## config.mk

```make
export PLATFORM = sky130hd
export DESIGN_NAME = ahb_slave_ctrl_pipe
export DESIGN_NICKNAME = d
export VERILOG_FILES = /design/src/rtl/ahb_slave_ctrl_pipe.sv
export SDC_FILE = /design/constraint.sdc
export NUM_CORES = 1
export LEC_CHECK = 0
export CORE_MARGIN = 8
export CORE_UTILIZATION = 35
export DETAILED_ROUTE_END_ITERATION = 6
export MAX_ROUTING_LAYER = met4
export PLACE_DENSITY = 0.7
export SLEW_MARGIN = 20
export SYNTH_ARGS = -nofsm -noshare
export SYNTH_HDL_FRONTEND = slang
export SYNTH_SLANG_ARGS = --single-unit
```

## constraint.sdc

```tcl
create_clock -name clk -period 2.2 [get_ports clk]
set_input_delay 0.55 -clock clk [delete_from_list [all_inputs] [get_ports clk]]
set_output_delay 0.55 -clock clk [all_outputs]
set_load 0.1 [all_outputs]
```

## src/rtl/ahb_slave_ctrl_pipe.sv

```systemverilog
// AHB-Lite slave control for the USB endpoint window: address/data phase pipeline,
// buffer/register strobes, busy wait states with timeout, and the two-cycle ERROR response.
module ahb_slave_ctrl_pipe #(
   parameter int ADDR_W     = 7,
   parameter int BUF_BYTES  = 64,
   parameter int REG_BASE   = 64,
   parameter int TXSIZE_OFS = 8,
   parameter int WAIT_MAX   = 15
) (
   input  logic              clk,
   input  logic              nRst,
   input  logic              hsel,
   input  logic [ADDR_W-1:0] haddr,
   input  logic [1:0]        htrans,
   input  logic [1:0]        hsize,
   input  logic              hwrite,
   input  logic              bufBusy,
   output logic [2:0]        state,
   output logic              storeTxData,
   output logic              getRxData,
   output logic              regWrite,
   output logic              regRead,
   output logic [ADDR_W-1:0] dataAddr,
   output logic [1:0]        dataSize,
   output logic              txPacketSizeChanged,
   output logic              hready,
   output logic              hresp
);

   typedef enum logic [2:0] {
      ST_IDLE  = 3'd0,
      ST_WRITE = 3'd1,
      ST_READ  = 3'd2,
      ST_WAIT  = 3'd3,
      ST_ERR1  = 3'd4,
      ST_ERR2  = 3'd5
   } state_t;

   localparam logic [ADDR_W-1:0] BUF_LIM     = ADDR_W'(BUF_BYTES);
   localparam logic [ADDR_W-1:0] REG_LIM     = ADDR_W'(REG_BASE);
   localparam logic [ADDR_W-1:0] TXSIZE_ADDR = ADDR_W'(REG_BASE + TXSIZE_OFS);
   localparam logic [7:0]        WAIT_LIM    = 8'(WAIT_MAX);

   state_t              r_state;
   logic [7:0]          r_wait_cnt;
   logic [ADDR_W-1:0]   r_addr_p1;
   logic [1:0]          r_size_p1;
   logic                r_write_p1;

   state_t              w_state_nxt;
   logic                w_xfer;
   logic                w_buf_p1;
   logic                w_stall;
   logic                w_req;
   logic                w_accept;
   logic                w_req_err;
   logic [7:0]          w_wait_inc;

   function automatic logic f_req_err(input logic [ADDR_W-1:0] a,
                                      input logic [1:0]        sz,
                                      input logic              wr);
      logic e;
      e = 1'b0;
      if (sz == 2'b11)                           e = 1'b1;
      if ((sz == 2'b01) && a[0])                 e = 1'b1;
      if ((sz == 2'b10) && (a[1:0] != 2'b00))    e = 1'b1;
      if (a > TXSIZE_ADDR)                       e = 1'b1;
      if ((a >= BUF_LIM) && (a < REG_LIM))       e = 1'b1;
      // Only the TX packet size register is writable.
      if (wr && (a >= REG_LIM) && (a != TXSIZE_ADDR)) e = 1'b1;
      return e;
   endfunction

   assign state    = r_state;
   assign dataAddr = r_addr_p1;
   assign dataSize = r_size_p1;

   // ---- data phase: response and strobes ----
   always_comb begin
      w_xfer              = (r_state == ST_WRITE) || (r_state == ST_READ) || (r_state == ST_WAIT);
      w_buf_p1            = (r_addr_p1 < BUF_LIM);
      w_stall             = w_xfer && w_buf_p1 && bufBusy;
      hready              = 1'b1;
      hresp               = 1'b0;
      storeTxData         = 1'b0;
      getRxData           = 1'b0;
      regWrite            = 1'b0;
      regRead             = 1'b0;
      txPacketSizeChanged = 1'b0;
      if (r_state == ST_ERR1) begin
         hresp  = 1'b1;
         hready = 1'b0;
      end else if (r_state == ST_ERR2) begin
         hresp  = 1'b1;
      end else if (w_stall) begin
         hready = 1'b0;
      end else if (w_xfer) begin
         if (w_buf_p1) begin
            storeTxData = r_write_p1;
            getRxData   = !r_write_p1;
         end else begin
            regWrite            = r_write_p1;
            regRead             = !r_write_p1;
            txPacketSizeChanged = r_write_p1 && (r_addr_p1 == TXSIZE_ADDR);
         end
      end
   end

   // ---- address phase: acceptance and next state ----
   always_comb begin
      w_req       = hsel && ((htrans == 2'b10) || (htrans == 2'b11));
      w_accept    = w_req && hready && (r_state != ST_ERR2);
      w_req_err   = f_req_err(haddr, hsize, hwrite);
      w_wait_inc  = r_wait_cnt + 8'd1;
      w_state_nxt = ST_IDLE;
      case (r_state)
         ST_ERR1: w_state_nxt = ST_ERR2;
         ST_ERR2: w_state_nxt = ST_IDLE;
         default: begin
            if (w_stall) begin
               w_state_nxt = (w_wait_inc >= WAIT_LIM) ? ST_ERR1 : ST_WAIT;
            end else if (w_accept) begin
               if (w_req_err)   w_state_nxt = ST_ERR1;
               else if (hwrite) w_state_nxt = ST_WRITE;
               else             w_state_nxt = ST_READ;
            end
         end
      endcase
   end

   // ---- registered data phase ----
   always_ff @(posedge clk or negedge nRst) begin
      if (!nRst) begin
         r_state    <= ST_IDLE;
         r_wait_cnt <= '0;
         r_addr_p1  <= '0;
         r_size_p1  <= '0;
         r_write_p1 <= 1'b0;
      end else begin
         r_state    <= w_state_nxt;
         r_wait_cnt <= (w_state_nxt == ST_WAIT) ? w_wait_inc : 8'd0;
         if (w_accept) begin
            r_addr_p1  <= haddr;
            r_size_p1  <= hsize;
            r_write_p1 <= hwrite;
         end
      end
   end

endmodule
```

==> results of run 1 <==
-- flip-flops by register name, indices dropped and copies added, names as in the netlist --
register    flops
r_wait_cnt      8
dataAddr        7
r_write_p1      1
dataSize        2
state           3
-- layout by cell type (no fill, tap or decap), drive strengths merged, types with 3 or more instances in the layout --
cell / netlist / routed
nand3: 3 / 3
o21ai: 4 / 4
a21oi: 4 / 4
mux2: 9 / 9
and3: 3 / 3
nor2: 8 / 8
dfrtp: 21 / 21
clkdlybuf4s50: 0 / 14
nor3: 4 / 4
buf: 2 / 31
nand2: 5 / 5
clkbuf: 0 / 4
conb: 1 / 4
-- critical path: stages (launching register included) --
cell and delay, ns:
dfrtp_4 0.52, nor2_4 0.20, nor3b_2 0.08, and2_4 0.17, and3_4 0.17, buf_12 0.16
-- cells in the mapped netlist, drive strengths merged --
cell type	number	share of area [%]
mux2	9	9.8
o21a	1	0.73
and2	2	1.5
nor2b	2	1.2
a221o	1	0.97
and3	3	1.9
nand3b	1	0.73
nor4b	2	1.7
nand2b	2	1.2
or4b	2	2.3
xnor2	1	0.85
nand4	2	1.2
inv	1	0.36
o21ai	4	1.9
o211ai	1	0.73
nand2	5	1.8
a31oi	1	0.61
nor3b	2	1.5
nor3	4	1.9
nand3	3	1.5
ha	2	2.4
o2bb2ai	1	0.85
or2	1	0.61
buf	2	1.2
conb	1	0.36
nor2	8	2.9
a21oi	4	2.3
o2111ai	1	1.5
dfrtp	21	51
o22ai	1	0.61
o41ai	2	1.7
-- final cells by class --
class / instances / area (µm²)
timing repair buffer: 45 / 473.0
sequential: 21 / 540.5
inverter: 1 / 3.754
multi-input combinational: 72 / 596.8
clock buffer: 4 / 26.28
fill: 244 / 1102
tap: 31 / 38.79
-- kinds of logic (layout without fill, tap and decap cells) --
| group | after synthesis | in the layout |
|---|---|---|
| compound gates | 17 | 17 |
| xor+xnor | 1 | 1 |
| fa+ha+maj | 2 | 2 |
| buf+inv | 3 | 50 |
| flops | 21 | 21 |
| mux | 9 | 9 |
| other cells | 1 | 4 |
| simple gates | 39 | 39 |
-- timing repair --
item	CTS	global route
setup buffers	2	1
endpoints found under the setup margin	2	3
pin swaps	0	1
hold buffers	0	0
resized for setup	3	3
-- path summary, 6_finish.rpt --
kind	slack [ns]	startpoint	endpoint	depth (start not counted)
max in group asynchronous	1.16	nRst	dataAddr[1]	2
min in group clk	0.53	dataSize[1]	dataSize[1]	1
worst max-delay path	0.05	state[0]	txPacketSizeChanged	5
worst max register to register	0.30	r_wait_cnt[0]	state[2]	5
worst min register to register	0.53	dataSize[1]	dataSize[1]	1
worst min-delay path	0.53	nRst	state[2]	1
-- layer usage --
metal	wire length (µm)	global-route usage, %
met1	1133	12.96
met2	1415	19.11
met3	116	2.260
met4	14	3.348
met5	0	-
-- metrics by stage --
stage               TNS, ns  cell area [µm²]  utilization, %  instances
floorplan           -0.2481             1136               -         96
global placement    -0.2277             1607           57.76        167
detailed placement  -0.2431             1607           57.76        167
CTS                       0             1658           59.60        173
global route              0             1679           60.37        174
finish                    0             1679           60.37        174
==> results.toml, run 1 <==
[status]
status = "completed"

[sta]
fmax_ghz = 0.4652
holdWs_ns = 0.5298
final.setup_skew_ns = 0.001503
fin_crit_sh_pct = 97.71
hold_viol_final = 0
layout_setup_ws_ns = 0.05040
final_max_slew_viol_count = 0
rsz0062_at_grt = "true"
period_needed_ns = 2.150
setup_violations = 0

[detailed_routing]
drcViolationCount = 0
first_iter_violations = 44
drtAntennaViolNets = 0
finalWirelength_um = 2680
wl_per_cell_um = 15.40
vias = 911
firstDrtPassIters = 4
viasPerCell = 5.236

[clocking]
clkLatencyLatePin_ns = 0.30
root_buffer = "clkbuf_4"
cts_buffer_depth = 2
cts_max_level = 1
clkSinkCount = 21
clk_pin_slew_ns = 0.11
cts_tree = "done"
numCtsBuffers = 3

[synth]
yosys.area_share.adder_pct = 2.430
synth_cell_types = 37
yosys.area_share.simple_pct = 21.99
netlist_area_um2 = 1030
synth-seq-cells = 21
yosysWarningCount = 0
synth_xor_area_share_pct = 0.8505
avgSynthCellArea_um2 = 11.07
synth_top_family_by_area = "simple AND/OR/NAND/NOR gates"
synth.mux.area_fraction_pct = 9.842
seq_area_frac_synth_pct = 51.03
synth-compound-area-share_pct = 11.91
synthCells = 93

[placement]
place_congestion = 0.8346
pre_cts_slack_ns = -0.1774
dpl.hpwl_um = 2228
port-buffer-count = 33

[global_routing]
grt_overflow = 0
antenna_found_initial = 0
grt_start_max_net_pins = 14
grt_use_total_pct = 11.23
grt_pass1_vias = 952
grt_first_pass_wirelength_um = 4519

[floorplanning]
dieArea_um2 = 4934
ios = 35
die_y_um = 70.24
start_util_pct = 37.02
rows = 19
die_w_um = 70.24
core_um2 = 2781

[worst_setup_path]
cp_data_required_time_ns = 1.65
start_kind = "flop"
endpoint_kind = "output pin"
arrival_ns = 1.60
crit_type = "flop to output pin"
crit_fanout = 4

[finish]
final_nets = 162
drive_gt1_share_pct = 46.15
diodes = 0
area_growth_pct = 63.06

[run]
maxCapViolCount = 0

[worst_hold_path]
hold_path_class = "primary input to async pin"
Power of run 1 is not shown: default switching activity piles up to over one toggle a cycle in this logic, so the estimate is an artifact.
==> run 2, diff against run 1 <==
- REMOVE_ABC_BUFFERS: unset -> 1
==> results.toml, run 2 (same netlist as run 1, synthesis figures left out) <==
[placement]
dpl.hpwl_um = 1942
port-buffer-count = 33
pre_cts_slack_ns = -0.1542
place_congestion = 0.8098

[finish]
top_register = "r_wait_cnt"
final_nets = 156
diodes = 0
drive_gt1_share_pct = 36.50
final_cell_mix = "dfrtp_1, buf_4, clkdlybuf4s50_1"
final_common_cell = "dfrtp_1"
area_growth_pct = 49.57
largest_reg_flops = 8
post-route-util_pct = 55.38

[worst_setup_path]
crit_type = "primary input to output pin"
path_cells = "clkdlybuf4s50_1, and3_1, a21oi_2, buf_12"
r2r_cells = 5
r2r_setup_slack_ns = 0.32
reg2reg_from = "r_wait_cnt[0]"
cp-endpoint = "hready"
endpoint_kind = "output pin"
max_stage_delay_ns = 0.48
path_buf_inv = 2
rr_endpoint = "state[2]"
cp_data_required_time_ns = 1.65
critPathTopFamily = "buffers and inverters"
start_kind = "primary input"
crit_cells = 4
crit_slowest_cell = "clkdlybuf4s50_1"
arrival_ns = 1.59
crit_fanout = 4
worstSetupStartpoint = "bufBusy"

[global_routing]
grt_pass1_vias = 868
antenna_found_initial = 0
grt_use_total_pct = 9.934
grt_first_pass_wirelength_um = 3919
grt_start_max_net_pins = 22
grt_overflow = 0

[clocking]
cts_buffer_depth = 2
cts_tree = "done"
clkSinkCount = 21
holdBufCountCts = 0
numCtsBuffers = 3
clkLatencyLatePin_ns = 0.29
clk_pin_slew_ns = 0.11
cts_max_level = 1
root_buffer = "clkbuf_4"

[floorplanning]
rows = 19
dieArea_um2 = 4934
ios = 35
start_util_pct = 37.02
core_um2 = 2781
die_w_um = 70.24
die_y_um = 70.24

[sta]
period_needed_ns = 2.144
final.setup_skew_ns = 0.002070
final_max_slew_viol_count = 0
hold_viol_final = 0
fin_crit_sh_pct = 97.48
fmax_ghz = 0.4663
setup_violations = 0
rsz0062_at_grt = "true"
fin_tns_setup_ns = 0
holdWs_ns = 0.5228
layout_setup_ws_ns = 0.05554

[worst_hold_path]
hold_path_class = "flop to flop"
hold_path_depth = 1

[detailed_routing]
wl_per_cell_um = 14.88
viasPerCell = 5.327
finalWirelength_um = 2500
drtAntennaViolNets = 0
drcViolationCount = 0
vias = 895
firstDrtPassIters = 4
first_iter_violations = 38

[status]
status = "completed"

[run]
maxCapViolCount = 0
run 2: cell count changes in the layout (fill, tap and decap cells not counted), sizes merged:
cell | before | now
buf | 31 | 25
run 2: worst min path at each step:
stage / start / end
detailed placement: dataSize[0] / dataSize[0]
global route: r_wait_cnt[0] / r_wait_cnt[0]
finish: r_wait_cnt[0] / r_wait_cnt[0]
floorplan: nRst / dataAddr[0]
CTS: r_wait_cnt[0] / r_wait_cnt[0]
global placement: dataSize[1] / dataSize[1]
run 2: timing repair:
item                                   4_1_cts  5_1_grt
buffers inserted                             0        0
resized for setup                            3        5
endpoints found under the hold margin        0        0
pin swaps                                    1        0
setup endpoints to repair                    1        3
run 2: layout make-up:
cell class	instances	area [µm²]
Sequential cell	21	526.8
Fill cell	244	1241
Clock buffer	4	26.28
Tap cell	31	38.79
Timing Repair Buffer	39	415.4
Multi-Input combinational cell	72	529.3
Inverter	1	3.754
run 2: through the flow:
step | std cells | instance area (µm²)
detailed placement | 164 | 1483
floorplan | 94 | 1028
finish | 168 | 1540
global placement | 164 | 1483
global route | 168 | 1540
CTS | 168 | 1519
run 2: layer usage:
metal  up-vias  wire, µm  track usage [%]
met1       440      1040            10.57
met2        23      1331            16.50
met3         2        93            2.119
met5         -         0                -
met4         0        34            6.027
li1        430         -                -
Power of run 2 is left out for the same reason.
==> run 3, diff against run 2 <==
- CORE_MARGIN: 8 -> unset
- CTS_BUF_LIST: unset -> sky130_fd_sc_hd__clkbuf_16
==> results.toml, run 3 (same netlist as run 1, synthesis figures left out) <==
[finish]
final_common_cell = "dfrtp_1"
largest_reg_flops = 8
final_cell_mix = "dfrtp_1, buf_4, clkdlybuf4s50_1"
drive_gt1_share_pct = 32.85
final_nets = 156
diodes = 0
top_register = "r_wait_cnt"
area_growth_pct = 52.73

[clocking]
root_buffer = "clkbuf_16"
cts_buffer_depth = 2
clk_pin_slew_ns = 0.05
clkSinkCount = 21
numCtsBuffers = 3
cts_tree = "done"
holdBufCountCts = 0
cts_setup_buffers = 0
clkLatencyLatePin_ns = 0.25
cts_max_level = 1

[floorplanning]
die_y_um = 56.24
die_w_um = 56.24
rows = 19
start_util_pct = 37.02
ios = 35
core_um2 = 2781
dieArea_um2 = 3163

[placement]
pre_cts_slack_ns = -0.1514
place_congestion = 0.7936
dpl.hpwl_um = 1791
port-buffer-count = 33

[worst_hold_path]
hold_path_class = "flop to flop"

[sta]
period_needed_ns = 2.138
setup_violations = 0
fmax_ghz = 0.4676
rsz0062_at_grt = "false"
hold_viol_final = 0
fin_crit_sh_pct = 97.20
final_max_slew_viol_count = 0
layout_setup_ws_ns = 0.06158
final.setup_skew_ns = 0.001823

[worst_setup_path]
endpoint_kind = "output pin"
crit_slowest_cell = "clkdlybuf4s50_1"
path_buf_inv = 2
arrival_ns = 1.59
start_kind = "primary input"
critPathTopFamily = "buffers and inverters"
crit_fanout = 4
crit_type = "primary input to output pin"
path_cells = "clkdlybuf4s50_1, and3_1, a21oi_2, buf_12"
max_stage_delay_ns = 0.45
cp_data_required_time_ns = 1.65

[detailed_routing]
drcViolationCount = 0
vias = 856
first_iter_violations = 12
wl_per_cell_um = 13.08
firstDrtPassIters = 4
finalWirelength_um = 2198
viasPerCell = 5.095
drtAntennaViolNets = 0

[global_routing]
grt_overflow = 0
grt_first_pass_wirelength_um = 3829
grt_pass1_vias = 888
grt_start_max_net_pins = 22
grt_use_total_pct = 16.28
antenna_found_initial = 0

[status]
status = "completed"

[run]
maxCapViolCount = 0
-- run 3: routing by layer --
metal,share of wire (%),global-route usage [%]
met5,0,-
met4,1.5,10.10
met3,3.5,1.628
met2,50,26.36
met1,45,19.49
-- run 3: through the flow --
step                      setup TNS, ns  hold slack [ns]  util (%)  area [µm²]  instances
final                                 0           0.5226     56.55        1573        168
after global routing                  0           0.5517     56.55        1573        168
after CTS                             0           0.5308     56.28        1565        168
after detailed placement        -0.3016           0.5128     53.31        1483        164
after global placement          -0.1995           0.4988     53.31        1483        164
after floorplan                  -22.04           0.2544         -        1028         94
-- run 3: path summary, 6_finish.rpt --
path,startpoint,end,slack (ns),cells past startpoint
worst max-delay path,bufBusy,hready,0.06,4
worst min-delay path,dataSize[1],dataSize[1],0.52,1
worst max register to register,r_wait_cnt[0],state[2],0.30,5
worst min register to register,dataSize[1],dataSize[1],0.52,1
max in group asynchronous,nRst,r_wait_cnt[1],1.36,2
min in group asynchronous,nRst,dataAddr[4],0.64,2
-- run 3: worst register-to-register path, cell delays in order (launching register included) --
cell and delay (ns):
dfrtp_1 0.42, ha_1 0.28, or4b_4 0.49, a21oi_2 0.19, o21ai_1 0.07, a221o_1 0.33
-- run 3: timing repair --
action | CTS | global route
setup endpoints to repair | 1 | 1
gates resized for setup | 1 | 2
endpoints found under the hold margin | 0 | 0
-- run 3: cell type report --
type | instances | area (µm²)
multi-input combinational | 72 | 510.5
sequential | 21 | 525.5
tap | 31 | 38.79
clock inverter | 1 | 3.754
fill | 235 | 1209
timing repair buffer | 39 | 415.4
clock buffer | 3 | 75.07
inverter | 1 | 3.754
Power of run 3 is left out for the same reason.
==> patch 1 (flow settings as in run 3) <==
Register the output `storeTxData`, with the module's reset; this adds one clock of latency there. The other outputs are not delayed to match.
--- a/src/rtl/ahb_slave_ctrl_pipe.sv
+++ b/src/rtl/ahb_slave_ctrl_pipe.sv
@@ -42,4 +42,6 @@
    localparam logic [7:0]        WAIT_LIM    = 8'(WAIT_MAX);
 
+   logic storeTxData_d;
+
    state_t              r_state;
    logic [7:0]          r_wait_cnt;
@@ -83,5 +85,5 @@
       hready              = 1'b1;
       hresp               = 1'b0;
-      storeTxData         = 1'b0;
+      storeTxData_d       = 1'b0;
       getRxData           = 1'b0;
       regWrite            = 1'b0;
@@ -97,5 +99,5 @@
       end else if (w_xfer) begin
          if (w_buf_p1) begin
-            storeTxData = r_write_p1;
+            storeTxData_d = r_write_p1;
             getRxData   = !r_write_p1;
          end else begin
@@ -148,3 +150,11 @@
    end
 
+   always_ff @(posedge clk or negedge nRst) begin
+      if (!nRst) begin
+         storeTxData <= '0;
+      end else begin
+         storeTxData <= storeTxData_d;
+      end
+   end
+
 endmodule
Formal check against the unedited RTL: not equivalent (a bounded check fails within 4 cycles, from zero or initial values and one cycle with nRst low).
==> patch 1 against run 3 <==
The run now ends with design-rule violations left. Via count down 0.12%. Critical path depth unchanged. Critical path type unchanged. Sequential cell count up 1. Worst setup slack better by 2.7 ps. Design area up 4.1%. Wire length up 5.2%. Count of clock-buffer cells in the layout unchanged. Synthesized area up 5.0%.
Power is not shown: default switching activity piles up to over one toggle a cycle in this logic, so the estimate is an artifact.
==> patch 1: results (changes against run 3) <==
Status
- finished with violations — run status
- design-rule violations — violated checks

Critical path
- 1590 ps — worst endpoint data arrival time, about the same
- r_wait_cnt[0] — launch instance of the worst register-to-register path
- state[2] — worst r2r dst
- bufBusy — startpoint of the worst setup timing path
- 3 — Worst Path Max Fanout, -1
- 410 ps — Register-to-Register Setup Slack, +110 ps
- 450 ps — Max stage delay on crit path, about the same
- clkdlybuf4s50_1 — slowest library cell on the worst path
- 5 — worst r2r path cells, unchanged
- buffers and inverters — Top Family by Delay on Critical Path

Route
- 14 — number of design-rule violations left by the first detailed-router iteration, +2
- 14.0 µm — drt wl/cell, +7.1%
- 5.18 — Vias per Instance, +1.7%
- 6 — number of detailed-routing iterations run before antenna repair, +2
- 2 — detailed-route DRC error count, +2

Final layout
- 28.4% — fraction of layout instances using a drive strength above 1, -4.5 points
- r_wait_cnt — register ranked first by flip-flop count
- 153 — Net count, final, -1.9%
- 8 — flip-flop count of the largest register after layout, unchanged
- 0 — Antenna Diode Count, unchanged

CTS
- 0 — number of setup buffers added after CTS, unchanged
- 2 — maximum count of clock buffers along a single path, unchanged
- clkbuf_16 — CTS Root Buffer Type
- 60 ps — Clock transition at path regs
- 250 ps — clock insertion delay at the later pin of the skew report, about the same
- 3 — CTS Buf Count, unchanged
- 1 — number of H-tree branching levels, unchanged

Hold path
- dataSize[0] — WHS Endpoint
- 1 — worst hold path stage count, unchanged
- reg -> reg — worst min-delay path class
- dataSize[0] — critical hold path startpoint

Synth
- 100% — share of synthesized flip-flops with an asynchronous set or reset, unchanged
- 22 x dfrtp_1, 10 x mux2_1, 7 x nor3_1, 4 x nand2_1, 4 x nor2_1 — top cells by count, synth
- 38 — count of different cell masters after synthesis, +2.7%
- dfrtp_1 — most used flip-flop cell after synthesis
- 50.9% — part of the Yosys area used for sequential elements, -0.11 points
- 0 — Synth Warn #, unchanged
- dfrtp_1 51%, mux2_1 10%, nor3_1 3.2%, a311oi_4 2.4%, o311ai_4 2.4% — biggest area contributors in the synthesized netlist

Global routing
- 23 — maximum number of pins on one net before global-route repair, +4.5%
- 0 — initial antenna violation count, unchanged
- 878 — vias in the first global route, -1.1%
- 4.02 mm — first-pass GRT wire length, +4.9%
- 16.7% — overall global routing resource usage, +0.41 points

Place
- 0.778 — final weighted congestion of routability-driven global placement, -2.0%
- 33 — Buffers on Ports, unchanged
- 1.82 mm — DPL Wire Length, +1.6%

STA
- 583 ps — transition time at the pin with the least slew margin
- 3.18 ps — worst clock skew, +1.35 ps

-- patch 1: cell types whose count changed after synthesis, sizes merged, moves of 3 or more --
cell / delta
o21ai: -3
a21oi: -3
nor3: +3
nor2: -4
-- patch 1: worst reg2reg max path: stages, from the launching register on --
cell	delay, ps
dfrtp_1	420
ha_1	270
and2b_1	240
a21oi_1	70
o2111ai_1	510
a2bb2oi_1	200
-- patch 1: how the worst max path moves through the flow --
| stage | cells after the start | to | slack (ps) |
|---|---|---|---|
| 2_1_floorplan | 2 | regRead | -2490 |
| 3_3_place_gp | 4 | hready | 20 |
| 3_5_place_dp | 4 | hready | 5 |
| 4_1_cts | 4 | getRxData | 60 |
| 5_1_grt | 4 | txPacketSizeChanged | 6 |
| 6_report | 4 | hready | 60 |
-- patch 1: kinds of logic after synthesis --
| kind of cell | synth area share, % |
|---|---|
| muxes | 10.4 |
| xor gates and xnor gates | 0.810 |
| AOI/OAI and AO/OA | 14.6 |
| other | 0.347 |
| buffers and inverters | 1.39 |
| adders and majority gates | 2.31 |
| DFF | 50.9 |
| and+or+nand+nor | 19.2 |
-- patch 1: metrics by stage --
step	area (µm²)	hold WS, ps	instances	utilization (%)	setup WS (ps)
2_1_floorplan	1080	254	89	-	-2490
3_3_place_gp	1550	474	161	54.9	20.2
3_5_place_dp	1550	490	161	54.9	4.78
4_1_cts	1640	503	165	57.8	57.8
5_1_grt	1640	529	165	57.9	6.47
6_report	1640	495	165	57.9	64.3
-- patch 1: repair_timing --
action / CTS / global route
endpoints found under the setup margin: 1 / 1
resized for setup: 1 / 1
pin swaps: 0 / 0
gates cloned: 0 / 0
-- patch 1: final cells by class --
class | instances | area (µm²)
flip-flops and latches | 22 | 551
inverters | 2 | 7.51
repair buffers | 41 | 430
clock buffers | 3 | 75.1
fillers | 246 | 1190
clock inverters | 1 | 3.75
multi-input cells | 65 | 532
well taps | 31 | 38.8
-- patch 1: metal layers --
metal,track usage (%),vias to the layer above,share of wire (%)
li1,-,417,-
met1,20.6,409,44
met2,25.7,25,50
met3,3.40,4,4.4
met4,8.71,0,1.9
met5,-,-,0
==> patch 2 (config.mk and constraints of run 3) <==
Made on the original files. Change the parameter `ADDR_W` from 7 to 8.
--- a/src/rtl/ahb_slave_ctrl_pipe.sv
+++ b/src/rtl/ahb_slave_ctrl_pipe.sv
@@ -2,5 +2,5 @@
 // buffer/register strobes, busy wait states with timeout, and the two-cycle ERROR response.
 module ahb_slave_ctrl_pipe #(
-   parameter int ADDR_W     = 7,
+   parameter int ADDR_W     = 8,
    parameter int BUF_BYTES  = 64,
    parameter int REG_BASE   = 64,
Interface: changed (resized dataAddr and haddr); port bits go from 35 to 37. The function was not compared with the original's and may differ.
==> patch 2 against run 3 <==
The run now ends with design-rule violations left. Worst setup slack improved by 21 ps. Synthesized area rose by 5.0%. Utilization rose by 4.1 points. Design area is 9.1% higher. Sequential cell count increased by 1. Wire length rose by 14%. Non-clock buffer count is 6 higher. Via count increased by 9.1%. Fmax increased by 1.0%. Synthesized cell count grew 1.1%.
Power is not shown: default switching activity piles up to over one toggle a cycle in this logic, so the estimate is an artifact.
==> patch 2: results (changes against run 3) <==
Final layout
- 563 µm² — multi-input logic area, +10%
- 45 — Repair and plain buffers, +15%
- 2 — Non-clk invs, +1
- 551 µm² — combined flip-flop and latch cell area, +4.8%
- 4.59% — Clock buffers and inverters, area share, -0.42 points

Route
- 1 — detailed-route DRC error count, +1
- 14.3 µm — drt wl/cell, +9.1%
- 1.01 mm — met1 layer wirelength in the final routing, +3.5%
- 125 µm — met3 wire len, +64%
- 5.31 — Vias per Instance, +4.2%
- 1.30 mm — met2 routed wirelength, +17%

Global routing
- 2.49% — met3 Resource Use GR, +0.87 points
- 4.34 mm — first-pass GRT wire length, +13%
- 23 — maximum number of pins on one net before global-route repair, +4.5%

Synth
- 22 x dfrtp_1, 9 x nor2_1, 7 x mux2_1 — top cells by count, synth
- 22 — flops & latches, synth, +4.8%
- 34 — count of different cell masters after synthesis, -8.1%
- 11.5 µm² — Avg Inst Size Synth, +3.9%

Critical path
- haddr[3] — startpoint of the worst setup timing path
- 6 — worst r2r path cells, +1
- flop — CP endpoint kind
- 180 ps — Register-to-Register Setup Slack, -120 ps
- 510 ps — Max stage delay on crit path, +60 ps

Status
- finished with violations — run status
- design-rule violations — violated checks

Place
- -187 ps — Setup WS pre-CTS, -35.5 ps
- 1.93 mm — DPL Wire Length, +7.7%
- 172 — Placed Instances, +4.9%
- 0.792 — final weighted congestion of routability-driven global placement, -0.16%

STA
- 4.40 ps — worst clock skew, +2.57 ps
- 82.7 ps — crit path setup slack, layout, +21.1 ps

Hold path
- dataSize[0] — WHS Endpoint

==> patch 2: cell types whose count changed in the layout (fill, tap and decap cells not counted), sizes merged, moves of 2 or more <==
cell | before | now
nor4 | 0 | 2
o21ai | 4 | 1
buf | 25 | 30
a211o | 0 | 2
or4b | 2 | 0
mux2 | 9 | 12
o41ai | 2 | 0
==> patch 2: metrics by stage <==
stage | utilization [%] | setup TNS [ps] | area [µm²]
global route | 60.7 | 0 | 1720
global placement | 56.5 | -224 | 1600
finish | 60.7 | 0 | 1720
detailed placement | 56.5 | -338 | 1600
CTS | 59.9 | 0 | 1690
floorplan | - | -27590 | 1080
==> patch 2: logic make-up after synthesis <==
| logic type | after synthesis | share of synthesized area [%] |
|---|---|---|
| and+or+nand+nor | 38 | 21.3 |
| DFF | 22 | 50.9 |
| AOI/OAI and AO/OA | 14 | 9.26 |
| muxes | 12 | 12.8 |
| buffers and inverters | 3 | 1.39 |
| adders and majority gates | 2 | 2.31 |
| xor gates and xnor gates | 2 | 1.62 |
| other | 1 | 0.347 |
